## src/rtl/rr_mux4_arbiter.sv

```systemverilog
// Round-robin arbiter steering a shared 4:1 mux into a one-entry registered output stage.
// Optional macro RR_MUX4_ARB_BACK2BACK_EN: re-arbitrate on the last beat instead of passing through IDLE.
module rr_mux4_arbiter #(
  parameter int WIDTH = 4
) (
  input  logic             CLK,
  input  logic             ASYNCRESETN,
  input  logic [WIDTH-1:0] I0,
  input  logic [WIDTH-1:0] I1,
  input  logic [WIDTH-1:0] I2,
  input  logic [WIDTH-1:0] I3,
  input  logic [3:0]       V,
  input  logic [3:0]       L,
  output logic [3:0]       R,
  output logic [WIDTH-1:0] O,
  output logic             O_valid,
  input  logic             O_ready,
  output logic             O_last,
  output logic [1:0]       S,
  output logic             BUSY
);

  typedef enum logic {IDLE = 1'b0, LOCK = 1'b1} state_t;

  state_t           state_q, state_d;
  logic [1:0]       s_q, s_d;
  logic [1:0]       last_grant_q, last_grant_d;
  logic [WIDTH-1:0] o_q;
  logic             o_valid_q;
  logic             o_last_q;

  logic             sel_ready;
  logic             xfer;
  logic [2:0]       pick;
  logic [WIDTH-1:0] mux_data;
  logic             mux_last;

  // Returns {found, index}: first set bit of req scanning start, start+1, ... (mod 4).
  function automatic logic [2:0] rr_pick(input logic [3:0] req, input logic [1:0] start);
    logic [1:0] idx;
    rr_pick = 3'b000;
    for (int k = 3; k >= 0; k--) begin
      idx = start + 2'(k);
      if (req[idx]) rr_pick = {1'b1, idx};
    end
  endfunction

  always_comb begin
    case (s_q)
      2'd0:    mux_data = I0;
      2'd1:    mux_data = I1;
      2'd2:    mux_data = I2;
      default: mux_data = I3;
    endcase
    mux_last = L[s_q];
  end

  always_comb begin
    state_d      = state_q;
    s_d          = s_q;
    last_grant_d = last_grant_q;
    R            = 4'b0000;
    xfer         = 1'b0;
    pick         = 3'b000;
    sel_ready    = ~o_valid_q | O_ready;
    case (state_q)
      IDLE: begin
        pick = rr_pick(V, last_grant_q + 2'd1);
        if (pick[2]) begin
          s_d     = pick[1:0];
          state_d = LOCK;
        end
      end
      LOCK: begin
        R[s_q] = sel_ready;
        xfer   = V[s_q] & sel_ready;
        if (xfer && mux_last) begin
          last_grant_d = s_q;
`ifdef RR_MUX4_ARB_BACK2BACK_EN
          // The requester just served is masked and ranked last for the follow-on grant.
          pick = rr_pick(V & ~(4'b0001 << s_q), s_q + 2'd1);
          if (pick[2]) s_d = pick[1:0];
          else         state_d = IDLE;
`else
          state_d = IDLE;
`endif
        end
      end
      default: state_d = IDLE;
    endcase
  end

  always_ff @(posedge CLK or negedge ASYNCRESETN) begin
    if (!ASYNCRESETN) begin
      state_q      <= IDLE;
      s_q          <= 2'd0;
      last_grant_q <= 2'd3;
    end else begin
      state_q      <= state_d;
      s_q          <= s_d;
      last_grant_q <= last_grant_d;
    end
  end

  // Output stage: a reset discards any beat held here.
  always_ff @(posedge CLK or negedge ASYNCRESETN) begin
    if (!ASYNCRESETN) begin
      o_q       <= '0;
      o_valid_q <= 1'b0;
      o_last_q  <= 1'b0;
    end else if (xfer) begin
      o_q       <= mux_data;
      o_last_q  <= mux_last;
      o_valid_q <= 1'b1;
    end else if (O_ready) begin
      o_valid_q <= 1'b0;
    end
  end

  assign O       = o_q;
  assign O_valid = o_valid_q;
  assign O_last  = o_last_q;
  assign S       = s_q;
  assign BUSY    = (state_q == LOCK);

endmodule

```

## config.mk

```make
export PLATFORM = sky130hd
export DESIGN_NAME = rr_mux4_arbiter
export DESIGN_NICKNAME = d
export VERILOG_FILES = /design/src/rtl/rr_mux4_arbiter.sv
export SDC_FILE = /design/constraint.sdc
export NUM_CORES = 1
export LEC_CHECK = 0
export CAP_MARGIN = 15
export CORE_UTILIZATION = 37
export DETAILED_ROUTE_END_ITERATION = 16
export PLACE_DENSITY_LB_ADDON = 0.3
export RECOVER_POWER = 50
export SLEW_MARGIN = 10
export SYNTH_ARGS = -nofsm -noshare
export SYNTH_HDL_FRONTEND = slang
export SYNTH_SLANG_ARGS = --single-unit
```

## constraint.sdc

```tcl
create_clock -name CLK -period 2 [get_ports CLK]
set_input_delay 0.4 -clock CLK [delete_from_list [all_inputs] [get_ports CLK]]
set_output_delay 0.4 -clock CLK [all_outputs]
set_load 0.02 [all_outputs]
```

Word-level counts from Yosys, hierarchy flattened --
Cells that the tools add are included.
Storage, ports and cells: register bits after elaboration 11
Operators by class: add/sub/neg operators 4, magnitude comparators 6, equal/unequal tests 2, muxes and demuxes 27, bitwise gates (word level) 5, reductions and logical operators 6
Operators with widths (count):
- < comparator 2 x 3 -> 1 bit, second input constant | 5
- 2-to-1 mux 3 bit | 5
- binary-select mux 1 bit (select 2 bit) | 6
- 2-to-1 mux 1 bit | 12
- one-hot mux 4 bit (3 select lines) | 1
- adder 2 x 1 -> 2 bit, second input constant | 2
- adder 2 bit, second input constant | 2
- bitwise AND 4 bit | 1
- 2-to-1 mux 4 bit | 1
- AND reduction 2 bit | 2
- demux 1 bit (select 2 bit) | 1
- == test 2 x 1 -> 1 bit, second input constant | 1
- == test 2 bit, second input constant | 1
- >= comparator 2 x 1 -> 1 bit, second input constant | 1
- logical AND 1 bit | 2
- zero test 2 bit | 1
- NOT 1 bit | 2
- one-hot mux 1 bit (2 select lines) | 1
- nonzero test 2 bit | 1
- bitwise AND 1 bit | 1
- bitwise OR 1 bit | 1

Logic depth before layout (Yosys ltp) --
Gate-level depths: netlist of run 1.
depth in word-level cells 11, depth in mapped cells 4, gate-level depth less buffers 3

Worst setup path after synthesis of run 1 --
OpenSTA, ideal clock, no wires.
kind reg2reg, start reg s_q[0] (netlist: S[0]), end reg o_q[0] (netlist: O[0]), setup time 0.125 ns, data arrival time 1.581 ns, path slack 0.294 ns, stages on the path, launching flop included 4, clock period less this slack 1.706 ns, path through dfrtp_1 mux4_1 nand3_2 mux2_2
On the way: longest elaborated chain between the ends 4, elaborated cells between the ends (all ways) 8, those cells by class eq/ne (2); mux (4); bitwise (1); reduce/logical (1)
Ends and longest elaborated chain:
- from (decl) | line 26 | logic [1:0] s_q, s_d;
- from (signal assigned) | line 96 | s_q <= 2'd0;
- from (signal assigned) | line 100 | s_q <= s_d;
- binary-select mux 1 bit (select 2 bit) | line 76 | xfer = V[s_q] & sel_ready;
- 2-to-1 mux 1 bit (not written as such) | line 76
- bitwise AND 1 bit | line 76
- 2-to-1 mux 1 bit | line 66 | case (state_q)
- to (signal assigned) | line 112 | o_q <= mux_data;
- to (decl) | line 28 | logic [WIDTH-1:0] o_q;
Several ways; a longest one is shown, not always the timed one. The select of a mux whose other input is x is not followed. A chain may end at the register's enable or synchronous reset.

Worst setup path in the final report of run 1 --
start reg s_q[0] (netlist: S[0]), end out S[0]
RTL lines:
- to (decl) | line 19 | output logic [1:0] S,
No word-level cell between the ends.

==> results.sh, run 1 <==
export IMPL_status="finished clean"
export IMPL_vias_per_cell=5.045
export IMPL_postCtsHoldBufs=0
export IMPL_wl_per_cell_um=13.89
export IMPL_first_pass_iters=3
export IMPL_p_comb_share_pct=61.1
export IMPL_drive_gt1_share_pct=22.43
export IMPL_worstPathMaxFanout=8
export IMPL_ys_seq_area_share_pct=38.81
export IMPL_fin_skew_ps=0.9672
export IMPL_worst_setup_path_type="register to output port"
export IMPL_synthCells=59
export IMPL_fmax_mhz=513.9
export IMPL_ctsLongestPathBuffers=2
export IMPL_p_total_mw=1.588
export IMPL_hold_viol=0
export IMPL_dieArea_um2=2114
export IMPL_grt_pass1_wl_um=2718
export IMPL_placed_area_um2=1176
export IMPL_cts_sinks=11
export IMPL_internal_power_uw=954.7
export IMPL_post_cts_resized=5
export IMPL_p_clk_share_pct=10.0
export IMPL_crit_path_end_kind="output port"
export IMPL_switching_share_pct=39.87
export IMPL_port_buffers=39
export IMPL_cp_cell_sequence="buf_4 > clkdlybuf4s50_1"
export IMPL_gp_congestion=0.7263
export IMPL_ir_drop_mv=0.7107
export IMPL_tightestPinTransition_ps=517.4
export IMPL_p_per_area_nw_per_um2=1352
export IMPL_start_util_pct=40.57
export IMPL_track_usage_pct=18.71
export IMPL_wirelength_um=1833
export IMPL_slew_headroom_pct=65.39
export IMPL_cts_made_buffers=3
export IMPL_cp_slowest_cell="clkdlybuf4s50_1"
export IMPL_seqPwrFrac_pct=28.9
export IMPL_arrival_ps=1550
export IMPL_regArea_um2=277.8
export IMPL_drtIter0Drc=7
export IMPL_power_leakage_nw=0.4984
export IMPL_syn_area_per_cell_um2=12.13
export IMPL_fin_area_um2=1175
export IMPL_area_growth_syn_to_layout_pct=64.16
export IMPL_ys_seq_elements=11
export IMPL_synth_area_leader_cell="dfrtp_1"
export IMPL_diodes=0
export IMPL_clk_latency_ps=280
export IMPL_synth_fp_nets=86
export IMPL_cts_tree="yes"
export IMPL_hold_slack_ps=499.9
export IMPL_first_global_vias=642
export IMPL_yosys_top_cells_area="dfrtp_1 (31%), mux4_1 (18%), mux2_2 (9.4%)"
export IMPL_gr_total_overflow=0
export IMPL_drcViolationCount=0
export IMPL_cts_setup_buffers=0
export IMPL_syn_area_um2=715.7
export IMPL_slew_viol_final=0
export IMPL_hpwl_um=1481
export IMPL_ys_types=25
export IMPL_start_kind="register"
export IMPL_hp_class="register to register"
export IMPL_rsz0062_at_grt="false"
export IMPL_tns_ps=0
export IMPL_core_um2=1764
export IMPL_multi_input_area_um2=404.1
export IMPL_vias=666
export IMPL_cts_clk_slew_worst_paths_ps=70
export IMPL_pin_count=40
export IMPL_rows=15
export IMPL_grt_max_degree=12
export IMPL_period_share_pct=97.30
export IMPL_cts_root_buf="clkbuf_4"
export IMPL_critPathRequiredTime_ps=1600
export IMPL_fill_cells=158
export IMPL_antenna_found_initial=0
export IMPL_dieHeight_um=45.98
export IMPL_cp_slowest_stage_delay_ps=620
export IMPL_period_needed_ps=1946
export IMPL_p_switching_uw=633.2
export IMPL_setup_viol=0
export IMPL_yosysWarnings=0
export IMPL_fin_nets=135
export IMPL_synth_top_cell_area_share_pct=31.47
export IMPL_cts_max_level=1
export IMPL_ant_nets=0
export IMPL_die_w_um=45.98
export IMPL_cap_viol_max_count=0
flip-flops by register name, summed over array words and instances (netlist names):
| name | count |
|---|---|
| last_grant_q | 2 |
| O_last | 1 |
| O | 4 |
| BUSY | 1 |
| S | 2 |
| O_valid | 1 |
cell type report:
class,instances,share of cell area [%]
Clock buffer,4,2.236
Inverter,2,0.6390
Multi-Input combinational cell,43,34.40
Sequential cell,11,23.64
Tap cell,25,2.662
Timing Repair Buffer,47,36.42
final timing paths:
check,from,end,slack [ps],cells past startpoint
worst min register to register,O_last$_DFFE_PN0P_,O_last$_DFFE_PN0P_,500,1
worst max-delay path,S[0]$_DFFE_PN0P_,S[0],50,2
worst min-delay path,O_last$_DFFE_PN0P_,O_last$_DFFE_PN0P_,500,1
max in group asynchronous,ASYNCRESETN,last_grant_q[1]$_DFFE_PN1P_,1110,1
min in group asynchronous,ASYNCRESETN,O[0]$_DFFE_PN0P_,530,1
worst max register to register,S[0]$_DFFE_PN0P_,O[2]$_DFFE_PN0P_,180,3
synth_stat cells:
master	number
dfrtp_1	9
o41ai_1	1
a41oi_1	1
inv_1	2
buf_2	1
nand4_2	1
a21bo_2	1
o21ba_2	1
nor3b_1	1
clkbuf_2	1
nand2b_1	3
nand3_1	3
dfstp_2	2
nand3_2	1
a21boi_0	1
nor2b_1	2
o21ai_0	3
a21o_1	1
nor2_1	9
mux4_2	1
nand2_1	1
buf_6	1
nor4_1	1
mux4_1	5
mux2_2	6
layout by cell type, fill, tap and decap left out, drive strengths merged:
| master | n |
|---|---|
| a21bo | 1 |
| a21boi | 1 |
| a21o | 1 |
| a41oi | 1 |
| buf | 6 |
| clkbuf | 9 |
| clkdlybuf4s15 | 1 |
| clkdlybuf4s50 | 32 |
| dfrtp | 9 |
| dfstp | 2 |
| dlygate4sd3 | 3 |
| inv | 2 |
| mux2 | 6 |
| mux4 | 6 |
| nand2 | 1 |
| nand2b | 3 |
| nand3 | 4 |
| nand4 | 1 |
| nor2 | 9 |
| nor2b | 2 |
| nor3b | 1 |
| nor4 | 1 |
| o21ai | 3 |
| o21ba | 1 |
| o41ai | 1 |
worst max-delay path: cells and delay by family (launching register included):
kind	cells	cell delay, ps
buffers and inverters	2	840
DFF	1	430
metal layers:
layer / vias to the layer above / track usage, % / share of wire [%]
li1: 323 / - / -
met3: 2 / 5.952 / 4.7
met2: 19 / 31.83 / 56
met4: 0 / 7.059 / 0.76
met5: - / 0 / 0
met1: 322 / 21.70 / 39
cell families after synthesis:
kind of cell / synth area share, %
AO/OA/AOI/OAI: 9.441
buffers and inverters: 4.020
flip-flops: 38.81
multiplexers: 30.94
AND/OR/NAND/NOR: 16.78
through the flow:
| step | setup WS, ps | cells | util (%) |
|---|---|---|---|
| after floorplan | 294.0 | 59 | - |
| after global placement | -197.5 | 128 | 66.67 |
| after detailed placement | -287.4 | 128 | 66.67 |
| after CTS | 1.921 | 132 | 67.94 |
| after global routing | 17.11 | 132 | 66.60 |
| final | 53.98 | 132 | 66.60 |
power by group through the flow:
stage	clock [mW]	sequential [mW]	combinational, mW
floorplan	0	0.530	0.543
global placement	0	0.457	1.00
detailed placement	0	0.465	1.03
CTS	0.164	0.460	1.01
global route	0.171	0.473	1.04
finish	0.158	0.459	0.971
Power figures use the tool's default switching activity.
==> run 2, diff against run 1 <==
--- a/config.mk
+++ b/config.mk
@@ -6,6 +6,7 @@
 export NUM_CORES = 1
 export LEC_CHECK = 0
 export CAP_MARGIN = 15
+export CORE_MARGIN = 2
 export CORE_UTILIZATION = 37
 export DETAILED_ROUTE_END_ITERATION = 16
 export PLACE_DENSITY_LB_ADDON = 0.3
==> run 2 against run 1 <==
Die area rose by 8.9%. Flip-flop and latch count did not move. Non-clock buffer count rose by 1. Global-route usage fell by 0.65 points. Clock power fell by 4%. Cell count rose by 0.76%. Clock-buffer cell count did not move. Cell area rose by 1.1%. First-iteration DRC count fell by 14%. Power rose by 1.1%. Setup slack improved by 24 ps. Critical path type is now input pin to register. Critical endpoint is now O[3]$_DFFE_PN0P_. Largest power group unchanged.
==> results.sh, run 2 (synthesis results as in run 1) <==
export IMPL_slew_headroom_pct=67.46
export IMPL_dp_cells=129
export IMPL_period_share_pct=96.10
export IMPL_fin_skew_ps=11.03
export IMPL_fin_nets=136
export IMPL_drcViolationCount=0
export IMPL_vias=672
export IMPL_tightestPinTransition_ps=486.5
export IMPL_cp_cell_sequence="dlygate4sd3_1 > mux4_1 > nand3_2 > mux2_2"
export IMPL_wl_per_cell_um=14.01
export IMPL_cap_viol_max_count=0
export IMPL_cts_tree="yes"
export IMPL_cts_root_buf="clkbuf_4"
export IMPL_area_growth_syn_to_layout_pct=65.91
export IMPL_slew_viol_final=0
export IMPL_cts_setup_buffers=0
export IMPL_worstReg2RegStart="S[0]$_DFFE_PN0P_"
export IMPL_drtIter0Drc=6
export IMPL_hold_slack_ps=485.3
export IMPL_hold_viol=0
export IMPL_setup_viol=0
export IMPL_cts_clk_slew_worst_paths_ps=60
export IMPL_crit_path_end_kind="register"
export IMPL_hpwl_um=1570
export IMPL_critPathRequiredTime_ps=2150
export IMPL_clk_latency_ps=270
export IMPL_period_needed_ps=1922
export IMPL_port_buffers=39
export IMPL_vias_per_cell=5.053
export IMPL_fin_cells=133
export IMPL_cts_sinks=11
export IMPL_ctsLongestPathBuffers=2
export IMPL_dieArea_um2=2302
export IMPL_setup_worst_path_start="V[1]"
export IMPL_power_leakage_nw=0.5083
export IMPL_drive_gt1_share_pct=26.85
export IMPL_final_cell_mix="clkdlybuf4s50_1 (30), nor2_1 (9), dfrtp_1 (8), buf_4 (8), mux2_2 (6)"
export IMPL_worst_slack_ps=78.01
export IMPL_start_kind="input pin"
export IMPL_largest_reg_flops=4
export IMPL_arrival_ps=2070
export IMPL_postCtsHoldBufs=0
export IMPL_first_pass_iters=3
export IMPL_cts_max_level=1
export IMPL_ir_drop_mv=0.8385
export IMPL_fmax_mhz=520.3
export IMPL_critPathTopFamily="multiplexers"
export IMPL_grt_pass1_wl_um=2780
export IMPL_p_per_area_nw_per_um2=1352
export IMPL_rows=15
export IMPL_dieHeight_um=47.98
export IMPL_cts_made_buffers=3
export IMPL_gp_congestion=0.7249
export IMPL_worst_setup_path_type="input pin to register"
export IMPL_min_delay_start="O_last$_DFFE_PN0P_"
export IMPL_dpl_worst_slack_ps=-269.0
export IMPL_final_common_cell="clkdlybuf4s50_1"
export IMPL_status="finished clean"
export IMPL_first_global_vias=653
export IMPL_post_route_util_pct=67.31
export IMPL_tns_ps=0
export IMPL_start_util_pct=40.57
export IMPL_core_um2=1764
export IMPL_cp_slowest_cell="mux4_1"
export IMPL_grt_max_degree=12
export IMPL_pin_count=40
export IMPL_placed_area_um2=1184
export IMPL_gr_total_overflow=0
export IMPL_cp_slowest_stage_delay_ps=580
export IMPL_rsz0062_at_grt="false"
export IMPL_p_total_mw=1.606
export IMPL_crit_buf_inv=1
export IMPL_die_w_um=47.98
export IMPL_r2r_slack_ps=120
export IMPL_track_usage_pct=18.06
export IMPL_antenna_found_initial=0
export IMPL_fin_area_um2=1187
export IMPL_ant_nets=0
export IMPL_wirelength_um=1863
export IMPL_worstPathMaxFanout=6
export IMPL_hp_class="register to register"
export IMPL_diodes=0
-- run 2: metal layers --
layer / up-vias / wire (um) / GRT usage (%)
li1: 325 / - / -
met1: 323 / 693 / 20.47
met2: 24 / 1053 / 32.53
met3: 0 / 117 / 6.792
met4: 0 / 0 / 3.243
met5: - / 0 / 0
-- run 2: area by class of cell --
| class | instances | area, um2 |
|---|---|---|
| clock buffers | 4 | 26.28 |
| fillers | 149 | 576.8 |
| inverters | 2 | 7.507 |
| multi-input cells | 43 | 409.1 |
| flip-flops and latches | 11 | 279.0 |
| well taps | 25 | 31.28 |
| repair buffers | 48 | 434.2 |
-- run 2: where the power goes --
group          total, mW  switching (mW)  internal [mW]
Combinational      0.996           0.461          0.535
Clock              0.151          0.0739         0.0772
Sequential         0.458           0.104          0.354
Total               1.61           0.639          0.966
-- run 2: worst paths after layout --
check / endpoint / cells past startpoint
max in group asynchronous: last_grant_q[0]$_DFFE_PN1P_ / 1
hold reg to reg: O_last$_DFFE_PN0P_ / 1
setup / recovery: O[3]$_DFFE_PN0P_ / 4
hold / removal: O_last$_DFFE_PN0P_ / 1
min in group asynchronous: O_valid$_DFFE_PN0P_ / 1
setup reg to reg: last_grant_q[1]$_DFFE_PN1P_ / 4
-- run 2: repair_timing --
item / in CTS / in global routing
setup endpoints to repair: 4 / 5
resized for setup: 5 / 8
pin swaps: 0 / 0
==> run 3, diff against run 2 <==
--- a/config.mk
+++ b/config.mk
@@ -11,6 +11,7 @@
 export DETAILED_ROUTE_END_ITERATION = 16
 export PLACE_DENSITY_LB_ADDON = 0.3
 export RECOVER_POWER = 50
+export REMOVE_ABC_BUFFERS = 1
 export SLEW_MARGIN = 10
 export SYNTH_ARGS = -nofsm -noshare
 export SYNTH_HDL_FRONTEND = slang
==> run 3 against run 2 <==
Combinational power about the same. Sequential power rose by 1%. Hold slack improved by 11 ps. Power rose by 1.7%. Register-to-register slack better by 110 ps. Core utilization up 0.92 points. Critical path type is now input pin to output port. Sequential share of layout area fell by 0.21 points. Clock power is 5% higher. Cell area is 1.4% higher. Global-route usage up 0.92 points. Highest routed layer is now met4.
==> results.sh, run 3 (synthesis results as in run 1) <==
export IMPL_status="finished clean"
export IMPL_crit_path_end_kind="output port"
export IMPL_final_common_cell="clkdlybuf4s50_1"
export IMPL_cts_clk_slew_worst_paths_ps=70
export IMPL_port_buffers=39
export IMPL_fin_nets=137
export IMPL_drcViolationCount=0
export IMPL_clk_latency_ps=270
export IMPL_cts_made_buffers=3
export IMPL_rows=15
export IMPL_hp_class="register to register"
export IMPL_diodes=0
export IMPL_slew_viol_final=0
export IMPL_first_global_vias=680
export IMPL_track_usage_pct=18.98
export IMPL_die_w_um=47.98
export IMPL_cp_slowest_cell="clkdlybuf4s50_1"
export IMPL_arrival_ps=1540
export IMPL_power_leakage_nw=0.5119
export IMPL_critPathRequiredTime_ps=1600
export IMPL_gr_total_overflow=0
export IMPL_drive_gt1_share_pct=23.85
export IMPL_hold_viol=0
export IMPL_worstPathMaxFanout=4
export IMPL_ctsLongestPathBuffers=2
export IMPL_largest_reg_flops=4
export IMPL_period_needed_ps=1944
export IMPL_start_util_pct=40.57
export IMPL_fin_skew_ps=4.488
export IMPL_setup_viol=0
export IMPL_worst_setup_path_type="input pin to output port"
export IMPL_dieHeight_um=47.98
export IMPL_area_growth_syn_to_layout_pct=68.18
export IMPL_rsz0062_at_grt="false"
export IMPL_tightestPinTransition_ps=485.8
export IMPL_postCtsHoldBufs=0
export IMPL_dieArea_um2=2302
export IMPL_pin_count=40
export IMPL_cts_sinks=11
export IMPL_fin_area_um2=1204
export IMPL_cts_tree="yes"
export IMPL_period_share_pct=97.21
export IMPL_hpwl_um=1532
export IMPL_placed_area_um2=1191
export IMPL_first_pass_iters=4
export IMPL_start_kind="input pin"
export IMPL_antenna_found_initial=0
export IMPL_final_cell_mix="clkdlybuf4s50_1 (33), nor2_1 (9), buf_4 (9)"
export IMPL_wirelength_um=1899
export IMPL_vias=690
export IMPL_cap_viol_max_count=0
export IMPL_core_um2=1764
export IMPL_drtIter0Drc=17
export IMPL_ant_nets=0
export IMPL_cp_slowest_stage_delay_ps=440
export IMPL_wl_per_cell_um=14.17
export IMPL_slew_headroom_pct=67.51
export IMPL_ir_drop_mv=0.6877
export IMPL_fmax_mhz=514.3
export IMPL_grt_max_degree=12
export IMPL_cts_max_level=1
export IMPL_p_total_mw=1.634
export IMPL_p_per_area_nw_per_um2=1357
export IMPL_vias_per_cell=5.149
export IMPL_cts_root_buf="clkbuf_4"
export IMPL_cp_cell_sequence="clkdlybuf4s50_1 > nand2b_1 > nand3_1 > nor2_1 > clkdlybuf4s15_1"
export IMPL_gp_congestion=0.8663
export IMPL_grt_pass1_wl_um=2877
[run 3: cell count changes in the layout (fill, tap and decap cells not counted), moves of 2 or more]
cell | before | now
dlygate4sd3_1 | 5 | 2
clkdlybuf4s15_1 | 0 | 2
clkbuf_2 | 4 | 0
dlygate4sd2_1 | 0 | 2
clkdlybuf4s50_1 | 30 | 33
[run 3: per-layer routing]
| layer | vias up | part of all wire, % | GRT usage [%] |
|---|---|---|---|
| met5 | - | 0 | 0 |
| met4 | 0 | 2.0 | 11.89 |
| met3 | 6 | 6.5 | 4.151 |
| met2 | 37 | 51 | 33.33 |
| met1 | 321 | 40 | 20.42 |
| li1 | 326 | - | - |
[run 3: area by class of cell]
| class | count | area, um2 |
|---|---|---|
| fill | 141 | 560.5 |
| timing repair buffer | 49 | 459.2 |
| multi-input combinational | 43 | 397.9 |
| sequential | 11 | 280.3 |
| tap | 25 | 31.28 |
| clock buffer | 3 | 22.52 |
| inverter | 2 | 7.507 |
| clock inverter | 1 | 5.005 |
[run 3: repair_timing]
item                                    CTS  global route
endpoints found under the setup margin    5             3
cloned                                    0             0
resized for setup                         5             3
hold endpoints to repair                  0             0
setup buffers                             0             0
[run 3: path summary, 6_finish.rpt]
path | from | end | slack, ps | cells past startpoint
min reg2reg | O_last$_DFFE_PN0P_ | O_last$_DFFE_PN0P_ | 500 | 1
max reg2reg | S[0]$_DFFE_PN0P_ | O[3]$_DFFE_PN0P_ | 230 | 3
min | O_last$_DFFE_PN0P_ | O_last$_DFFE_PN0P_ | 500 | 1
min in group asynchronous | ASYNCRESETN | BUSY$_DFF_PN0_ | 520 | 1
max | O_ready | R[1] | 60 | 5
max in group asynchronous | ASYNCRESETN | S[0]$_DFFE_PN0P_ | 1130 | 1
[run 3: power by group]
group	switching, mW	internal [mW]
logic	0.449	0.562
clock network	0.0836	0.0741
registers	0.108	0.356
total	0.641	0.992
[run 3: worst max-delay path, delay by kind of cell]
kind	cells	cell delay, ps
and+or+nand+nor	3	390
buffers and inverters	2	750
[run 3: metrics by stage]
| step | setup TNS [ps] | setup WS, ps | hold WS (ps) | utilization [%] | instances |
|---|---|---|---|---|---|
| 2_1_floorplan | 0 | 107.5 | 104.4 | - | 56 |
| 3_3_place_gp | -917.3 | -208.1 | 470.5 | 67.52 | 130 |
| 3_5_place_dp | -1050 | -254.1 | 484.0 | 67.52 | 130 |
| 4_1_cts | 0 | 3.809 | 463.1 | 68.87 | 134 |
| 5_1_grt | 0 | 6.497 | 529.6 | 68.23 | 134 |
| 6_report | 0 | 55.75 | 496.6 | 68.23 | 134 |
